`src/rtl/conv_window_fetch.sv`:
```
// Window fetch engine: streams every KxK window of a signed IMG_W x IMG_W image
// from a single-port RAM, re-using overlapping columns along each output row.
module conv_window_fetch #(
  parameter int IMG_W = 8,
  parameter int K     = 3,
  parameter int DW    = 8,
  parameter int AW    = 6
) (
  input  logic              clk,
  input  logic              rst,
  input  logic              in_st,
  output logic              busy,
  output logic              ram_rd_en,
  output logic [AW-1:0]     ram_addr,
  input  logic [DW-1:0]     ram_dout,
  output logic              win_valid,
  input  logic              win_ready,
  output logic [K*K*DW-1:0] win_data,
  output logic [2:0]        win_row,
  output logic [2:0]        win_col,
  output logic              done
);

  localparam int NPIX = K * K;
  localparam int CW   = $clog2(NPIX + 1);

  localparam logic [2:0] S_IDLE  = 3'd0;
  localparam logic [2:0] S_FILL  = 3'd1;
  localparam logic [2:0] S_SHIFT = 3'd2;
  localparam logic [2:0] S_HOLD  = 3'd3;
  localparam logic [2:0] S_DONE  = 3'd4;

  localparam logic [CW-1:0] FILL_END  = CW'(NPIX);
  localparam logic [CW-1:0] SHIFT_END = CW'(K);
  localparam logic [2:0]    POS_LAST  = 3'(IMG_W - K);

  logic [2:0]           state_q, state_d;
  logic [CW-1:0]        cnt_q, cnt_d;
  logic [2:0]           row_q, row_d;
  logic [2:0]           col_q, col_d;
  logic signed [DW-1:0] win_q [NPIX];
  logic signed [DW-1:0] win_d [NPIX];

  logic                 rd_en;
  logic [AW-1:0]        rd_addr;
  int                   cnt_i;
  int                   rd_dr;
  int                   rd_dc;
  int                   cap_slot;

  // cnt_q counts issue slots; the datum for read n is captured when cnt_q = n+1
  always_comb begin
    state_d  = state_q;
    cnt_d    = cnt_q;
    row_d    = row_q;
    col_d    = col_q;
    for (int k = 0; k < NPIX; k++) win_d[k] = win_q[k];
    rd_en    = 1'b0;
    rd_dr    = 0;
    rd_dc    = 0;
    cap_slot = 0;
    cnt_i    = int'(cnt_q);

    case (state_q)
      S_IDLE: begin
        if (in_st) begin
          row_d   = '0;
          col_d   = '0;
          cnt_d   = '0;
          state_d = S_FILL;
        end
      end
      S_FILL: begin
        if (cnt_q != FILL_END) begin
          rd_en = 1'b1;
          rd_dr = cnt_i % K;
          rd_dc = cnt_i / K;
        end
        if (cnt_q != '0) begin
          cap_slot        = ((cnt_i - 1) % K) * K + (cnt_i - 1) / K;
          win_d[cap_slot] = $signed(ram_dout);
        end
        if (cnt_q == FILL_END) begin
          cnt_d   = '0;
          state_d = S_HOLD;
        end else begin
          cnt_d = cnt_q + 1'b1;
        end
      end
      S_SHIFT: begin
        if (cnt_q != SHIFT_END) begin
          rd_en = 1'b1;
          rd_dr = cnt_i;
          rd_dc = K - 1;
        end
        if (cnt_q != '0) begin
          cap_slot        = (cnt_i - 1) * K + (K - 1);
          win_d[cap_slot] = $signed(ram_dout);
        end
        if (cnt_q == SHIFT_END) begin
          cnt_d   = '0;
          state_d = S_HOLD;
        end else begin
          cnt_d = cnt_q + 1'b1;
        end
      end
      S_HOLD: begin
        if (win_ready) begin
          cnt_d = '0;
          if (col_q != POS_LAST) begin
            col_d   = col_q + 3'd1;
            state_d = S_SHIFT;
            // Slide left now so SHIFT only has to land the new right column
            for (int r = 0; r < K; r++)
              for (int c = 0; c < K - 1; c++)
                win_d[r*K + c] = win_q[r*K + c + 1];
          end else if (row_q != POS_LAST) begin
            col_d   = '0;
            row_d   = row_q + 3'd1;
            state_d = S_FILL;
          end else begin
            state_d = S_DONE;
          end
        end
      end
      S_DONE: begin
        state_d = S_IDLE;
      end
      default: begin
        state_d = S_IDLE;
      end
    endcase

    rd_addr = rd_en ? AW'((int'(row_q) + rd_dr) * IMG_W + int'(col_q) + rd_dc) : '0;
  end

  always_ff @(posedge clk) begin
    if (rst) begin
      state_q <= S_IDLE;
      cnt_q   <= '0;
      row_q   <= '0;
      col_q   <= '0;
      for (int k = 0; k < NPIX; k++) win_q[k] <= '0;
    end else begin
      state_q <= state_d;
      cnt_q   <= cnt_d;
      row_q   <= row_d;
      col_q   <= col_d;
      for (int k = 0; k < NPIX; k++) win_q[k] <= win_d[k];
    end
  end

  assign busy      = (state_q == S_FILL) || (state_q == S_SHIFT) || (state_q == S_HOLD);
  assign done      = (state_q == S_DONE);
  assign win_valid = (state_q == S_HOLD);
  assign ram_rd_en = rd_en;
  assign ram_addr  = rd_addr;
  assign win_row   = row_q;
  assign win_col   = col_q;

  for (genvar k = 0; k < NPIX; k++) begin : g_pack
    assign win_data[k*DW +: DW] = win_q[k];
  end

endmodule

```
`config.mk`:
```
export PLATFORM = sky130hd
export DESIGN_NAME = conv_window_fetch
export DESIGN_NICKNAME = d
export VERILOG_FILES = /design/src/rtl/conv_window_fetch.sv
export SDC_FILE = /design/constraint.sdc
export NUM_CORES = 1
export LEC_CHECK = 0
export ABC_AREA = 1
export CORE_MARGIN = 1.5
export CORE_UTILIZATION = 50
export CTS_CLUSTER_DIAMETER = 100
export DETAILED_ROUTE_END_ITERATION = 7
export GPL_TIMING_DRIVEN = 0
export PLACE_DENSITY = 0.71
export SLEW_MARGIN = 0
export SYNTH_ARGS = -nofsm -noshare
export SYNTH_HDL_FRONTEND = slang
export SYNTH_SLANG_ARGS = --single-unit
```
`constraint.sdc`:
```
create_clock -name clk -period 11.3 [get_ports clk]
set_input_delay 1.13 -clock clk [delete_from_list [all_inputs] [get_ports clk]]
set_output_delay 1.13 -clock clk [all_outputs]
set_load 0.005 [all_outputs]
```
* After elaboration in Yosys (flattened, before gate mapping)
Memories as Yosys holds them, arrays and structs flattened.
Index checks and enable logic that the tools add are counted.
** Storage, ports and cells
- Memories kept :: 1
- Bits in writable memories :: 72
- Word-level logic and storage cells :: 127
- Input bits :: 12
- Register bits :: 13
** Cells by class
- Mux-type cells :: 63
- Reduce and logical (&&, ||, !) cells :: 12
- Bitwise operators :: 11
- Add/sub/neg operators :: 9
- $lt $le $gt $ge :: 4
- Equality and inequality tests :: 17
- Multipliers :: 2
- Div/mod/pow operators :: 4
** Memories
- win_q :: words 9, bits a word 8, rd ports 9, clocked after Yosys merged registers in 0, write ports 9, RTL line 41 : logic signed [DW-1:0] win_q [NPIX];
** Operators with widths (number)
- 72-bit bitwise mux :: 2
- 72-bit 2-to-1 mux :: 2
- 16-bit case mux with 3 select lines :: 3
- 16-bit 2-to-1 mux :: 6
- 8-bit 2-to-1 mux :: 11
- 8-bit demux with 4-bit select :: 2
- 32-bit by 5-bit greater-or-equal comparator with 1-bit output, second input constant :: 2
- 32-bit by 1-bit less-than comparator with 1-bit output, second input constant :: 2
- 32-bit inverter :: 2
- 8-bit case mux with 2 select lines :: 3
- 3-bit 2-to-1 mux :: 15
- 32-bit adder :: 1
- 32-bit by 3-bit divider with 32-bit output, second input constant :: 1
- 5-bit by 3-bit divider with 32-bit output, second input constant :: 1
- 32-bit by 3-bit modulo with 32-bit output, second input constant :: 1
- 5-bit by 3-bit modulo with 32-bit output, second input constant :: 1
- 32-bit by 3-bit multiplier with 32-bit output, second input constant :: 1
- 3-bit case mux with 2 select lines :: 3
- 4-bit 2-to-1 mux :: 4
- 4-bit case mux with 4 select lines :: 1
- 6-bit 2-to-1 mux :: 2
- 3-bit case mux with 4 select lines :: 1
- 6-bit case mux with 2 select lines :: 1
- 8-bit by 3-bit adder with 9-bit output, second input constant :: 1
- 30 further kinds :: 53

* Depth between registers and ports, before layout
- Depth in word-level cells :: 13
- Mapped depth :: 71
- Mapped depth without buffers :: 70

* Least setup slack after synthesis
No wires, ideal clock.
- Kind :: register -> register
- Start :: register cnt_q[0]
- End :: memory win_q[4][0] (netlist: win_q[0][32])
- Stages on the path, launching flop included :: 59
- Path slack :: 2.130 ns
- Buffers on the path :: 2
- Setup time :: 0.113 ns
- Period minus slack after synthesis :: 9.170 ns
- Arrival time :: 9.057 ns
- Cells stage by stage :: dfxtp_1 inv_1 ha_1 or2_0 nand2_1 inv_1 ha_1 nand2_1 nor2_2 nand3_4 clkinv_1 nand2_1 nand2_2 a21o_1 nand2_2 nand2_1 nand2_1 inv_1 [23 not listed] nand2_1 nand3_1 a21oi_1 o21ai_0 nand2_1 nand2_1 a21oi_1 or2_2 nand3_1 nor2_1 nand3_1 nor3_2 nand4_2 nand2_1 nand2_2 buf_6 nor2_1 nor2_1
** RTL lines
- from (decl) :: RTL line 38 : logic [CW-1:0] cnt_q, cnt_d;
- from (signal assigned) :: RTL line 146 : cnt_q <= cnt_d;
- to (decl) :: RTL line 41

==> results.py <==
metrics = {
    "outcome": {
        "outcome": "completed",
    },
    "cts": {
        "cts_hold_buf": 0,
        "clkLatencyLatePin_ns": 0.35,
        "cts_tree": "done",
        "root_buffer": "clkbuf_16",
        "numClockSinks": 85,
        "htree_num_levels": 3,
        "path_clk_slew_ns": 0.07,
        "clock_path_buffers": 2,
        "cts_inserted_buffers": 9,
    },
    "synth": {
        "synth_mux_area_share_pct": 0,
        "synth-adder-area-share_pct": 18.20,
        "yosysUniqueCellTypes": 51,
        "syn_inst": 1645,
        "synth-xor-area-share_pct": 2.817,
        "synth_edf_count": 0,
        "yosysTopAreaCell": "dfxtp_1",
        "ys_seq_area_share_pct": 16.59,
        "ys_seq_elements": 85,
        "synth_top_area_share_pct": 16.59,
        "synth_top_family_by_area": "simple AND/OR/NAND/NOR gates",
        "yosys.area_share.simple_pct": 31.75,
        "synth-compound-area-share_pct": 17.38,
        "synth_area_leaders": "dfxtp_1 (17%), nand2_1 (15%), ha_1 (12%)",
        "syn-num-nets": 1787,
        "async_reset_ff_share_pct": 0,
        "ys.flop_type": "dfxtp_1",
        "synth_warnings": 0,
        "avgSynthCellArea_um2": 6.236,
        "synth_area_um2": 10260,
    },
    "cells_and_area": {
        "layout-drive-gt1-share_pct": 6.036,
        "areaGrowthSynthToFinish_pct": 15.77,
        "nNetsFinal": 1893,
        "diodes": 0,
    },
    "min_path": {
        "hold_depth": 2,
        "min_to": "state_q[1]",
        "hp-start": "state_q[1]",
        "hold_class": "flop to flop",
    },
    "floorplanning": {
        "dieArea_um2": 21390,
        "die_y_um": 146.2,
        "start_util_pct": 50.86,
        "io_pins": 100,
        "die_w_um": 146.2,
        "coreArea_um2": 20170,
        "num_rows": 52,
    },
    "critical_path": {
        "r2r.worst_path.cells": 57,
        "crit_slowest_cell": "fa_1",
        "reg2reg_slack_ns": 0.93,
        "worstSetupEndpointType": "flop",
        "worstPathMaxFanout": 10,
        "critPathRequiredTime_ns": 11.54,
        "critPathLaunchType": "flop",
        "path_class": "flop to flop",
        "critPathMaxStageDelay_ns": 0.57,
        "r2r_start": "cnt_q[1]",
        "worst_path_most_repeated_cell": "inv_1",
        "cp.arrival_ns": 10.61,
        "rr_endpoint": "win_q[0][11]",
        "cp-startpoint": "cnt_q[1]",
    },
    "global_routing": {
        "grt_pass1_wl_um": 49030,
        "grt_usage_pct": 28.04,
        "grt_max_degree": 16,
        "antenna_found_initial": 0,
        "grt-ovfl-total": 0,
        "grt_pass1_vias": 9973,
    },
    "placement": {
        "dpl.hpwl_um": 23440,
        "gp_congestion": 0.9274,
        "portBuffers": 90,
    },
    "detailed_routing": {
        "wl_met2_um": 14030,
        "top_layer_used": "met4",
        "vias": 10780,
        "drc": 0,
        "wl_met3_um": 1507,
        "wl_met1_um": 13430,
        "totalWireLength_um": 29820,
        "firstDrtPassIters": 6,
        "vias_per_cell": 5.323,
        "dr.first_iter.drc_count": 745,
        "ant_nets": 0,
        "wl_per_cell_um": 14.72,
    },
    "run": {
        "drv_cap": 0,
    },
    "timing": {
        "period_minus_slack_ns": 10.37,
        "max_slew.worst_pin.slew_ns": 0.8904,
        "fmax_mhz": 96.47,
        "setup_tns_ns": 0,
        "period_share_pct": 91.73,
        "slew_violations": 0,
        "finalClockSkew_ns": 0.008691,
        "finalSetupViolCount": 0,
        "final-hold-violation-count": 0,
        "rsz0062_at_grt": "no",
        "slew-limit-headroom_pct": 40.64,
    },
}
==> kinds of logic after synthesis <==
kind of cell | after synthesis
xor gates and xnor gates | 33
AOI/OAI and AO/OA | 306
adders and majority gates | 130
DFF | 85
buffers and inverters | 344
and+or+nand+nor | 747
==> Yosys cell counts, types with 3 or more instances <==
cell / instances
o21a_1: 3
o22ai_1: 27
nand2_1: 400
o31ai_1: 3
o21ai_0: 106
nand4_2: 6
nand2_2: 18
o211ai_1: 7
nand3b_1: 9
nor2_1: 209
nand4_1: 8
ha_1: 98
buf_1: 3
o21bai_1: 48
dfxtp_1: 85
nor2_4: 4
xnor2_1: 13
inv_1: 273
buf_6: 8
nor4_1: 4
a21o_1: 6
a31oi_1: 4
fa_1: 32
inv_2: 7
o21ai_2: 3
or2_2: 5
clkbuf_1: 43
nand3_4: 4
a21oi_1: 88
xor2_1: 20
nand2_4: 4
nor3_1: 10
buf_2: 7
nand3_1: 53
nand3_2: 5
o221ai_1: 3
==> how the worst max path moves through the flow <==
stage	end	slack, ns	cells past startpoint
6_report	win_q[0][11]	0.93	57
5_1_grt	win_q[0][47]	0.03	63
4_1_cts	win_q[0][57]	0.009	60
3_5_place_dp	win_q[0][57]	-0.20	60
3_3_place_gp	win_q[0][60]	0.04	60
2_1_floorplan	win_q[0][32]	2.13	58
==> metrics by stage <==
step	hold WS, ns	utilization (%)	cells	setup WS (ns)	cell area [µm²]
after floorplan	0.4702	-	1645	2.130	10260
after global placement	0.4880	57.00	2005	0.04316	11500
after detailed placement	0.5006	57.00	2005	-0.2008	11500
after CTS	0.5104	58.52	2021	0.008736	11800
after global routing	0.5433	58.88	2026	0.03095	11880
final	0.5048	58.88	2026	0.9340	11880
==> layout make-up <==
| type | count | area, µm² |
|---|---|---|
| Timing Repair Buffer | 95 | 950.9 |
| Multi-Input combinational cell | 1216 | 7214 |
| Tap cell | 270 | 337.8 |
| Fill cell | 2032 | 8293 |
| Inverter | 282 | 1062 |
| Clock buffer | 10 | 229.0 |
| Sequential cell | 85 | 1705 |
| Buffer | 62 | 306.5 |
| Clock inverter | 6 | 70.07 |
==> flip-flops by register name, summed over array words and instances (netlist names) <==
name,cells
win_q,72
cnt_q,4
win_col,3
win_row,3
state_q,3
==> what timing repair did <==
action                                  4_1_cts  5_1_grt
cloned                                        0        0
pin swaps                                     0        1
hold endpoints to repair                      0        0
setup buffers                                 0        5
endpoints found under the setup margin       48       72
gates resized for setup                       1       14
==> routing by layer <==
metal	track usage [%]	vias to the layer above
li1	-	5425
met1	37.13	4969
met2	48.01	337
met3	2.906	53
met4	8.687	0
met5	0	-
==> worst max-delay path, delay by kind of cell (launching register included) <==
family          cells  cell delay [ns]
fa+ha+maj           8             2.52
buf+inv            15             1.95
xor+xnor            1             0.12
flops               1             0.48
compound gates      7             1.34
simple gates       26             3.85
==> cell usage in the layout (no fill, tap or decap), types with 7 or more instances in the layout <==
master / n
nand2_1: 400
inv_1: 271
nor2_1: 209
o21ai_0: 104
ha_1: 98
clkdlybuf4s50_1: 90
a21oi_1: 88
dfxtp_1: 84
nand3_1: 53
o21bai_1: 48
clkbuf_1: 41
fa_1: 32
o22ai_1: 27
xor2_1: 20
nand2_2: 18
xnor2_1: 13
nor3_1: 10
nand3b_1: 9
clkbuf_16: 9
buf_6: 8
inv_2: 8
nand4_1: 8
buf_2: 7
o211ai_1: 7
Power is left out: the tool's default activity adds up to more than one toggle a clock period on the data nets, which glitch-free logic cannot reach.
